## config.mk

```make
export PLATFORM = sky130hd
export DESIGN_NAME = rf_arbiter
export DESIGN_NICKNAME = d
export VERILOG_FILES = /design/src/rtl/rf_arb_pkg.sv /design/src/rtl/rf_arb_rr_pick.sv /design/src/rtl/rf_arbiter.sv
export SDC_FILE = /design/constraint.sdc
export NUM_CORES = 1
export LEC_CHECK = 0
export BUFFER_PORTS_ARGS = -buffer_cell sky130_fd_sc_hd__buf_2
export CAP_MARGIN = 10
export CORE_AREA = 2 2 67 69
export DETAILED_ROUTE_END_ITERATION = 6
export DIE_AREA = 0 0 69 71
export PLACE_DENSITY = 0.81
export SYNTH_ARGS = -nofsm -noshare
export SYNTH_HDL_FRONTEND = slang
export SYNTH_SLANG_ARGS = --single-unit
```

## constraint.sdc

```tcl
create_clock -name CLK -period 1.5 [get_ports CLK]
set_input_delay 0.075 -clock CLK [delete_from_list [all_inputs] [get_ports CLK]]
set_output_delay 0.075 -clock CLK [all_outputs]
set_load 0.05 [all_outputs]
```

## src/rtl/rf_arb_pkg.sv

```systemverilog
// Shared definitions for the two-requester register-file arbiter:
// FSM states, the default read timeout and the requester indices.
package rf_arb_pkg;

  typedef enum logic [1:0] {
    ST_IDLE    = 2'd0,
    ST_ACCESS  = 2'd1,
    ST_WAIT_RD = 2'd2
  } arb_state_t;

  localparam int   DEF_RD_TIMEOUT = 15;
  localparam logic REQ0_IDX       = 1'b0;
  localparam logic REQ1_IDX       = 1'b1;

endpackage

```

## src/rtl/rf_arb_rr_pick.sv

```systemverilog
// Combinational 2-way round-robin picker: on contention the requester that
// was not granted last wins; otherwise the single valid requester wins.
module rf_arb_rr_pick
  import rf_arb_pkg::*;
(
  input  logic i_vld0,
  input  logic i_vld1,
  input  logic i_last,
  output logic o_winner,
  output logic o_any
);

  // Winner selection with last-grant tie break
  always_comb begin
    o_any = i_vld0 | i_vld1;
    if (i_vld0 && i_vld1) begin
      o_winner = (i_last == REQ0_IDX) ? REQ1_IDX : REQ0_IDX;
    end else if (i_vld1) begin
      o_winner = REQ1_IDX;
    end else begin
      o_winner = REQ0_IDX;
    end
  end

endmodule

```

## src/rtl/rf_arbiter.sv

```systemverilog
// Arbitrates two requesters onto one register-file port (IDLE/ACCESS/WAIT_RD),
// returning read data to the owner and aborting reads that never complete.
module rf_arbiter
  import rf_arb_pkg::*;
#(
  parameter int DATA_WIDTH = 8,
  parameter int ADDR_WIDTH = 4,
  parameter int RD_TIMEOUT = DEF_RD_TIMEOUT
) (
  input  logic                  CLK,
  input  logic                  RST,
  input  logic                  REQ0_VLD,
  input  logic                  REQ0_WR,
  input  logic [ADDR_WIDTH-1:0] REQ0_ADDR,
  input  logic [DATA_WIDTH-1:0] REQ0_WDATA,
  output logic                  REQ0_GNT,
  output logic [DATA_WIDTH-1:0] REQ0_RDATA,
  output logic                  REQ0_RVLD,
  input  logic                  REQ1_VLD,
  input  logic                  REQ1_WR,
  input  logic [ADDR_WIDTH-1:0] REQ1_ADDR,
  input  logic [DATA_WIDTH-1:0] REQ1_WDATA,
  output logic                  REQ1_GNT,
  output logic [DATA_WIDTH-1:0] REQ1_RDATA,
  output logic                  REQ1_RVLD,
  output logic                  RF_WrEn,
  output logic                  RF_RdEn,
  output logic [ADDR_WIDTH-1:0] RF_Address,
  output logic [DATA_WIDTH-1:0] RF_WrData,
  input  logic [DATA_WIDTH-1:0] RF_RdData,
  input  logic                  RF_RdData_VLD,
  output logic                  BUSY,
  output logic                  RD_ERR
);

  localparam int CNT_W = $clog2(RD_TIMEOUT + 1);

  arb_state_t             r_state;
  logic                   r_last;
  logic                   r_owner;
  logic                   r_wr;
  logic [CNT_W-1:0]       r_cnt;

  logic                   w_winner;
  logic                   w_any;
  logic                   w_sel_wr;
  logic [ADDR_WIDTH-1:0]  w_sel_addr;
  logic [DATA_WIDTH-1:0]  w_sel_wdata;

  rf_arb_rr_pick u_pick (
    .i_vld0   (REQ0_VLD),
    .i_vld1   (REQ1_VLD),
    .i_last   (r_last),
    .o_winner (w_winner),
    .o_any    (w_any)
  );

  // Request fields of the current winner
  always_comb begin
    if (w_winner == REQ1_IDX) begin
      w_sel_wr    = REQ1_WR;
      w_sel_addr  = REQ1_ADDR;
      w_sel_wdata = REQ1_WDATA;
    end else begin
      w_sel_wr    = REQ0_WR;
      w_sel_addr  = REQ0_ADDR;
      w_sel_wdata = REQ0_WDATA;
    end
  end

  // Arbiter FSM; every output is registered here so strobes are glitch-free
  always_ff @(posedge CLK or posedge RST) begin
    if (RST) begin
      r_state    <= ST_IDLE;
      r_last     <= REQ1_IDX;
      r_owner    <= REQ0_IDX;
      r_wr       <= 1'b0;
      r_cnt      <= '0;
      REQ0_GNT   <= 1'b0;
      REQ1_GNT   <= 1'b0;
      REQ0_RVLD  <= 1'b0;
      REQ1_RVLD  <= 1'b0;
      REQ0_RDATA <= '0;
      REQ1_RDATA <= '0;
      RF_WrEn    <= 1'b0;
      RF_RdEn    <= 1'b0;
      RF_Address <= '0;
      RF_WrData  <= '0;
      BUSY       <= 1'b0;
      RD_ERR     <= 1'b0;
    end else begin
      REQ0_GNT  <= 1'b0;
      REQ1_GNT  <= 1'b0;
      REQ0_RVLD <= 1'b0;
      REQ1_RVLD <= 1'b0;
      RF_WrEn   <= 1'b0;
      RF_RdEn   <= 1'b0;
      RD_ERR    <= 1'b0;
      case (r_state)
        ST_IDLE: begin
          if (w_any) begin
            r_owner    <= w_winner;
            r_last     <= w_winner;
            r_wr       <= w_sel_wr;
            RF_Address <= w_sel_addr;
            RF_WrData  <= w_sel_wdata;
            RF_WrEn    <= w_sel_wr;
            RF_RdEn    <= ~w_sel_wr;
            REQ0_GNT   <= (w_winner == REQ0_IDX);
            REQ1_GNT   <= (w_winner == REQ1_IDX);
            BUSY       <= 1'b1;
            r_state    <= ST_ACCESS;
          end else begin
            BUSY <= 1'b0;
          end
        end
        ST_ACCESS: begin
          RF_Address <= '0;
          RF_WrData  <= '0;
          r_cnt      <= '0;
          if (r_wr) begin
            BUSY    <= 1'b0;
            r_state <= ST_IDLE;
          end else begin
            BUSY    <= 1'b1;
            r_state <= ST_WAIT_RD;
          end
        end
        ST_WAIT_RD: begin
          // A timed-out read still answers its owner, with zero data
          if (RF_RdData_VLD) begin
            if (r_owner == REQ1_IDX) begin
              REQ1_RDATA <= RF_RdData;
              REQ1_RVLD  <= 1'b1;
            end else begin
              REQ0_RDATA <= RF_RdData;
              REQ0_RVLD  <= 1'b1;
            end
            BUSY    <= 1'b0;
            r_state <= ST_IDLE;
          end else if (r_cnt == CNT_W'(RD_TIMEOUT - 1)) begin
            if (r_owner == REQ1_IDX) begin
              REQ1_RDATA <= '0;
              REQ1_RVLD  <= 1'b1;
            end else begin
              REQ0_RDATA <= '0;
              REQ0_RVLD  <= 1'b1;
            end
            RD_ERR  <= 1'b1;
            BUSY    <= 1'b0;
            r_state <= ST_IDLE;
          end else begin
            r_cnt <= r_cnt + CNT_W'(1);
          end
        end
        default: begin
          BUSY    <= 1'b0;
          r_state <= ST_IDLE;
        end
      endcase
    end
  end

endmodule
```

* Yosys cells after proc, flatten, opt, wreduce, memory -nomap -nowiden *
Index checks and enable logic that the tools add are counted.

cells by class
  $add $sub $neg = 1
  multiply operators = 0
  divide/modulo/power cells = 0
  order comparisons = 0
  equal/unequal tests = 7
  shifts and indexed selects = 0
  muxes and demuxes = 50
  bitwise logic cells = 4
  reductions and logical operators = 11

operator list
  cell                   count
  $mux W8                10
  $mux W1                27
  $mux W4                4
  $pmux W4 S2            2
  $pmux W8 S2            1
  $reduce_and A3 Y1      3
  $mux W2                4
  $pmux W2 S3            1
  $reduce_and A2 Y1      3
  $reduce_bool A2 Y1     3
  $add A4 B1 Y4 const B  1
  $eq A4 B4 Y1 const B   1
  $ne A2 B2 Y1 const B   2
  $ne A3 B3 Y1 const B   1
  $not A1 Y1             3
  $pmux W1 S3            1
  $eq A2 B1 Y1 const B   1
  $eq A2 B2 Y1 const B   1
  $logic_not A2 Y1       1
  $ne A2 B1 Y1 const B   1
  $logic_and A1 B1 Y1    1
  $or A1 B1 Y1           1

storage, ports and cells
  register bits after elaboration = 45
  latch bits = 0
  bits in writable memories = 0
  memory bits (read-only) = 0
  input bits = 39
  output and inout bits = 36
  logic and storage cells = 90
  memories = 0

* Logic depth before layout (Yosys ltp) *
  depth in word-level cells = 6
  gate-level depth with buffers = 5
  gate-level depth less buffers = 5

* By module *
From an unflattened synthesis, not the netlist that was laid out.

second synthesis, totals
  cells, all modules = 161
  area, all modules = 1919.3 sq um

modules (own cells, without submodules)
  module          instances  cells each  area each (sq um)  sequential area each (sq um)
  rf_arbiter      1          159         1905.6             1127.3
  rf_arb_rr_pick  1          2           13.8               0.0

* Worst setup path before layout *
Ideal clock, no wire load.

  path type = reg2reg
  from = register r_cnt[0]
  to = register r_cnt[3]
  setup time = 0.133 ns
  data arrival time = 1.194 ns
  data required time = 1.367 ns
  path slack = 0.172 ns
  cell stages (with the launch flop) = 6
  path buffers = 0
  clock period less this slack = 1.328 ns
  cells stage by stage = dfrtp_1 -> inv_1 -> ha_1 -> and3_1 -> o311ai_0 -> nand3_1

between the ends
  cells in the longest elaborated chain, start to end = 4
  elaborated cells on any way between the ends = 7
  those cells by class = add/sub (1); eq/ne (2); mux (3); reduce/logical (1)

RTL lines
  what                    RTL line           RTL
  start, declared         rf_arbiter.sv:42   logic [CNT_W-1:0] r_cnt;
  start signal, assigned  rf_arbiter.sv:153  r_cnt <= r_cnt + CNT_W'(1);
  $add A4 B1 Y4           rf_arbiter.sv:153
  $mux W4                 rf_arbiter.sv:141  end else if (r_cnt == CNT_W'(RD_TIMEOUT - 1)) begin
  $mux W4                 rf_arbiter.sv:131  if (RF_RdData_VLD) begin
  $pmux W4 S2             rf_arbiter.sv:99   case (r_state)

Several ways; a longest one is shown, not always the timed one. The select of a mux whose other input is x is not followed.
A chain may end at the register's enable or synchronous reset.

* Worst setup path in the final report *
  from = register r_cnt[1]
  to = register REQ0_RDATA[4]

between the ends
  cells in the longest elaborated chain, start to end = 3

RTL lines
  what                          RTL line           RTL
  $eq A4 B4 Y1                  rf_arbiter.sv:141
  $reduce_bool A2 Y1 (no line)  -
  $reduce_and A3 Y1 (no line)   -
  end signal, assigned          rf_arbiter.sv:136  REQ0_RDATA <= RF_RdData;
  end, declared                 rf_arbiter.sv:17   output logic [DATA_WIDTH-1:0] REQ0_RDATA,

No other way between the ends.

==> results.txt <==
- In the synthesized netlist the dominant register cell turns out to be dfrtp_1.
* Depth of the worst register-to-register path: 4
* Worst path slowest cell: dfrtp_1
* Endpoints failing hold: 0
- Post-Synth XOR/XNOR Area: 0
- The mapped netlist covers 1870 µm².
* Net total in the final layout: 264
- 75 I/O pins were placed.
- Placeable core region: 4200 µm²
* Post-detailed-route via-to-cell ratio: 5.34
* Max-cap violation count: 0
* Adder-cell area share of the yosys netlist: 0.0134
- STA classifies the critical path startpoint as a register.
- After synthesis, the largest family of logic cells by area is compound AO/OA/AOI/OAI gates.
- Total negative setup slack: 0 ps
* Fraction of final layout cells sized beyond drive strength 1: 0.429
* Startpoint of the worst register-to-register path: r_cnt[1]$_DFFE_PP0P_
* Total grt overflow: 0
* Final wirelength: 4.09 mm
* Clock tree from TritonCTS: yes
- Share of the clock period used by the worst path after layout: 0.932
- Initial core utilization: 0.446
- For this run, asynchronously set or reset flops after synthesis account for 1.00.
- The count of nets left with antenna violations once routing finished came out at 0.
- The first global-routing pass estimated 6.78 mm of wire.
- The via count of the first global-routing pass is 1,483.
* Detailed Routing Iterations Pass 1: 4
* Leading cell type in the layout, fill and taps excluded: buf_2
- Max Root-Sink Buffers: 2
- P_leak: 1.30 nW
- Dividing the detail-routed wire length by the instance count gives 14.8 µm.
* Clock latency on the worst-skew pair: 290 ps
- H-Tree Level Count: 2
- Setup slack on the worst reg-to-reg path comes out at 100 ps.
- CTS Root Buffer Type: clkbuf_8
* Worst slew margin relative to its limit: 0.537
- The number of max-slew violations in the final report was 0.
- Antenna violations before repair: 0
* Total power divided by cell area: 2310 nW/µm²
- Number of warnings issued by yosys: 0
* Critical path required time: 1740 ps
* Iter 0 DRT Violations: 88
- Signal arrival time at the worst endpoint: 1630 ps
- After synthesis, the share of cell area in mux cells is 0.0748.
- The critical path is of the reg2reg type.
* Count of buffers inserted at the top-level ports: 74
* Growth of design area from synthesis to finish: 33.7%
* RR Endpoint: REQ0_RDATA[4]$_DFFE_PP0P_
* RSZ-0062 raised after global routing: no
- Detailed placement ended at an HPWL of 2.98 mm.
- Hold Crit Endpoint: RF_WrData[6]$_DFFE_PP0P_
- Residual DRC count: 0
- The routed design could run at a clock period as short as 1400 ps.
- Share of the core filled with cells: 0.596
* Total number of clock tree sinks: 45
* Maximum resistive drop on vdd: 1.12 mV
* Post-synthesis simple-gate area fraction: 0.0908
- The final route contains 1,474 vias.
* Share of synthesized area occupied by flip-flops and latches: 0.602
- Traced cell by cell, the critical path runs through ha_1 > and3_2 > o21ai_4 > a32o_1.
* Fraction of the mapped netlist area in compound gates: 0.190
* Capturing element type of the critical path: register
- The die covers 4900 µm².
* CTS clock-pin slew for the worst setup and hold paths: 80 ps
* Maximum number of pins on one net before global-route repair: 46
* Min-delay src: REQ0_WDATA[6]
* Synthesized area per cell: 13.5 µm²
- In this run the worst path has a maximum fanout of 9.
* Post-CTS setup buffer count: 0
* Total buffers and inverters traversed by the critical path: 0
- Syn Inst Count: 139
- At the end of routability-driven placement, the weighted congestion stood at 0.722.
- Tightest Pin Transition: 694 ps
* Number of antenna cells inserted: 0
- In this run, distinct cell masters in the synthesized netlist total 31.
- Fill cells in the final layout number 369.
* Endpoints failing setup: 0
- Max Clk Rate: 715 MHz
- EDFF count, synth: 0
* Placement Rows: 24
- Hold Path Stages: 3
- Most frequent cells in the layout: 74 x buf_2, 44 x dfrtp_1, 16 x a32o_1, 14 x mux2i_1, 10 x o2bb2ai_1
- TritonCTS created 5 clock buffers.
- Path type of the worst min-delay path: in2reg
- Top Family by Delay on Critical Path: compound AO/OA/AOI/OAI gates
* Global router's overall resource usage: 0.177
* Cell count along the critical path: 4
- Total nets after synthesis: 180
- Result of the run: complete, no violations
- Yosys reg bits: 45
- For this run, the slowest stage of the critical path takes 420 ps.
- Die Y-Extent: 71 µm
- Chip Width: 69 µm
- On the final layout, the worst clock skew is 3.75 ps.
registers in the layout, summed over array words and instances (netlist names), 2 cells and up:
signal      cells
r_state         2
REQ1_RDATA      8
REQ0_RDATA      8
RF_Address      4
r_cnt           4
RF_WrData       8
layout make-up:
class | instances | area (µm²) | share of cell area
Sequential cell | 45 | 1130 | 0.450
Tap cell | 52 | 65.1 | 0.0260
Clock buffer | 7 | 86.3 | 0.0345
Timing Repair Buffer | 83 | 458 | 0.183
Inverter | 6 | 22.5 | 0.00900
Multi-Input combinational cell | 82 | 714 | 0.285
Clock inverter | 1 | 30.0 | 0.0120
power breakdown:
part / internal [W] / switching [W]
Sequential: 0.00170 / 0.000298
Combinational: 0.000789 / 0.00207
Clock: 0.000543 / 0.000389
kinds of logic after synthesis:
| logic type | Yosys count |
|---|---|
| muxes | 14 |
| DFF | 45 |
| adders and majority gates | 2 |
| buffers and inverters | 12 |
| and+or+nand+nor | 27 |
| AOI/OAI and AO/OA | 39 |
worst reg2reg max path, delay by kind of cell, from the launching register on:
kind,cells,cell delay (ps)
fa+ha+maj,1,200
flops,1,420
simple gates,1,270
compound gates,2,450
layer usage:
layer  share of wire  global-route usage  vias to the layer above
li1                -                   -                      702
met1            0.44               0.213                      695
met2            0.45               0.283                       75
met3            0.10              0.0826                        2
met4          0.0056              0.0588                        0
met5               0                   0                        -
synth_stat cells (2+ instances only):
cell type | count | area [µm²]
a21o_1 | 2 | 15.0
a221o_1 | 2 | 20.0
a32o_1 | 16 | 160
and3_1 | 4 | 25.0
buf_2 | 5 | 25.0
dfrtp_1 | 44 | 1100
ha_1 | 2 | 25.0
inv_1 | 6 | 22.5
mux2i_1 | 14 | 140
nand2_1 | 3 | 11.3
nand2b_1 | 3 | 18.8
nand3_1 | 5 | 25.0
nor2_1 | 2 | 7.51
nor3_1 | 2 | 10.0
o21ai_2 | 3 | 26.3
o2bb2ai_1 | 10 | 87.6
o311ai_0 | 2 | 17.5
worst max path at each step:
stage                               startpoint                   endpoint  slack (ps)
after floorplan           r_cnt[0]$_DFFE_PP0P_       r_cnt[3]$_DFFE_PP0P_         170
after global placement    r_cnt[1]$_DFFE_PP0P_  REQ0_RDATA[6]$_DFFE_PP0P_         110
after detailed placement  r_cnt[1]$_DFFE_PP0P_  REQ0_RDATA[4]$_DFFE_PP0P_          60
after CTS                 r_cnt[1]$_DFFE_PP0P_  REQ0_RDATA[4]$_DFFE_PP0P_          40
after global routing      r_cnt[0]$_DFFE_PP0P_  REQ0_RDATA[1]$_DFFE_PP0P_           4
final                     r_cnt[1]$_DFFE_PP0P_  REQ0_RDATA[4]$_DFFE_PP0P_         100
timing repair:
item                                    CTS  global route
gates resized for setup                   0             6
endpoints found under the setup margin    0            20
hold buffers                              3             0
endpoints found under the hold margin    46             0
metrics by stage:
step	total power, W	worst slack [ps]	hold slack, ps	instances	area [µm²]
floorplan	0.00415	172	220	139	1870
global placement	0.00482	108	129	265	2330
detailed placement	0.00488	58.7	138	265	2330
CTS	0.00583	41.5	39.8	276	2480
global route	0.00611	3.63	33.0	276	2500
finish	0.00579	102	46.6	276	2500
Note: power is estimated with default switching activity, not from simulation.
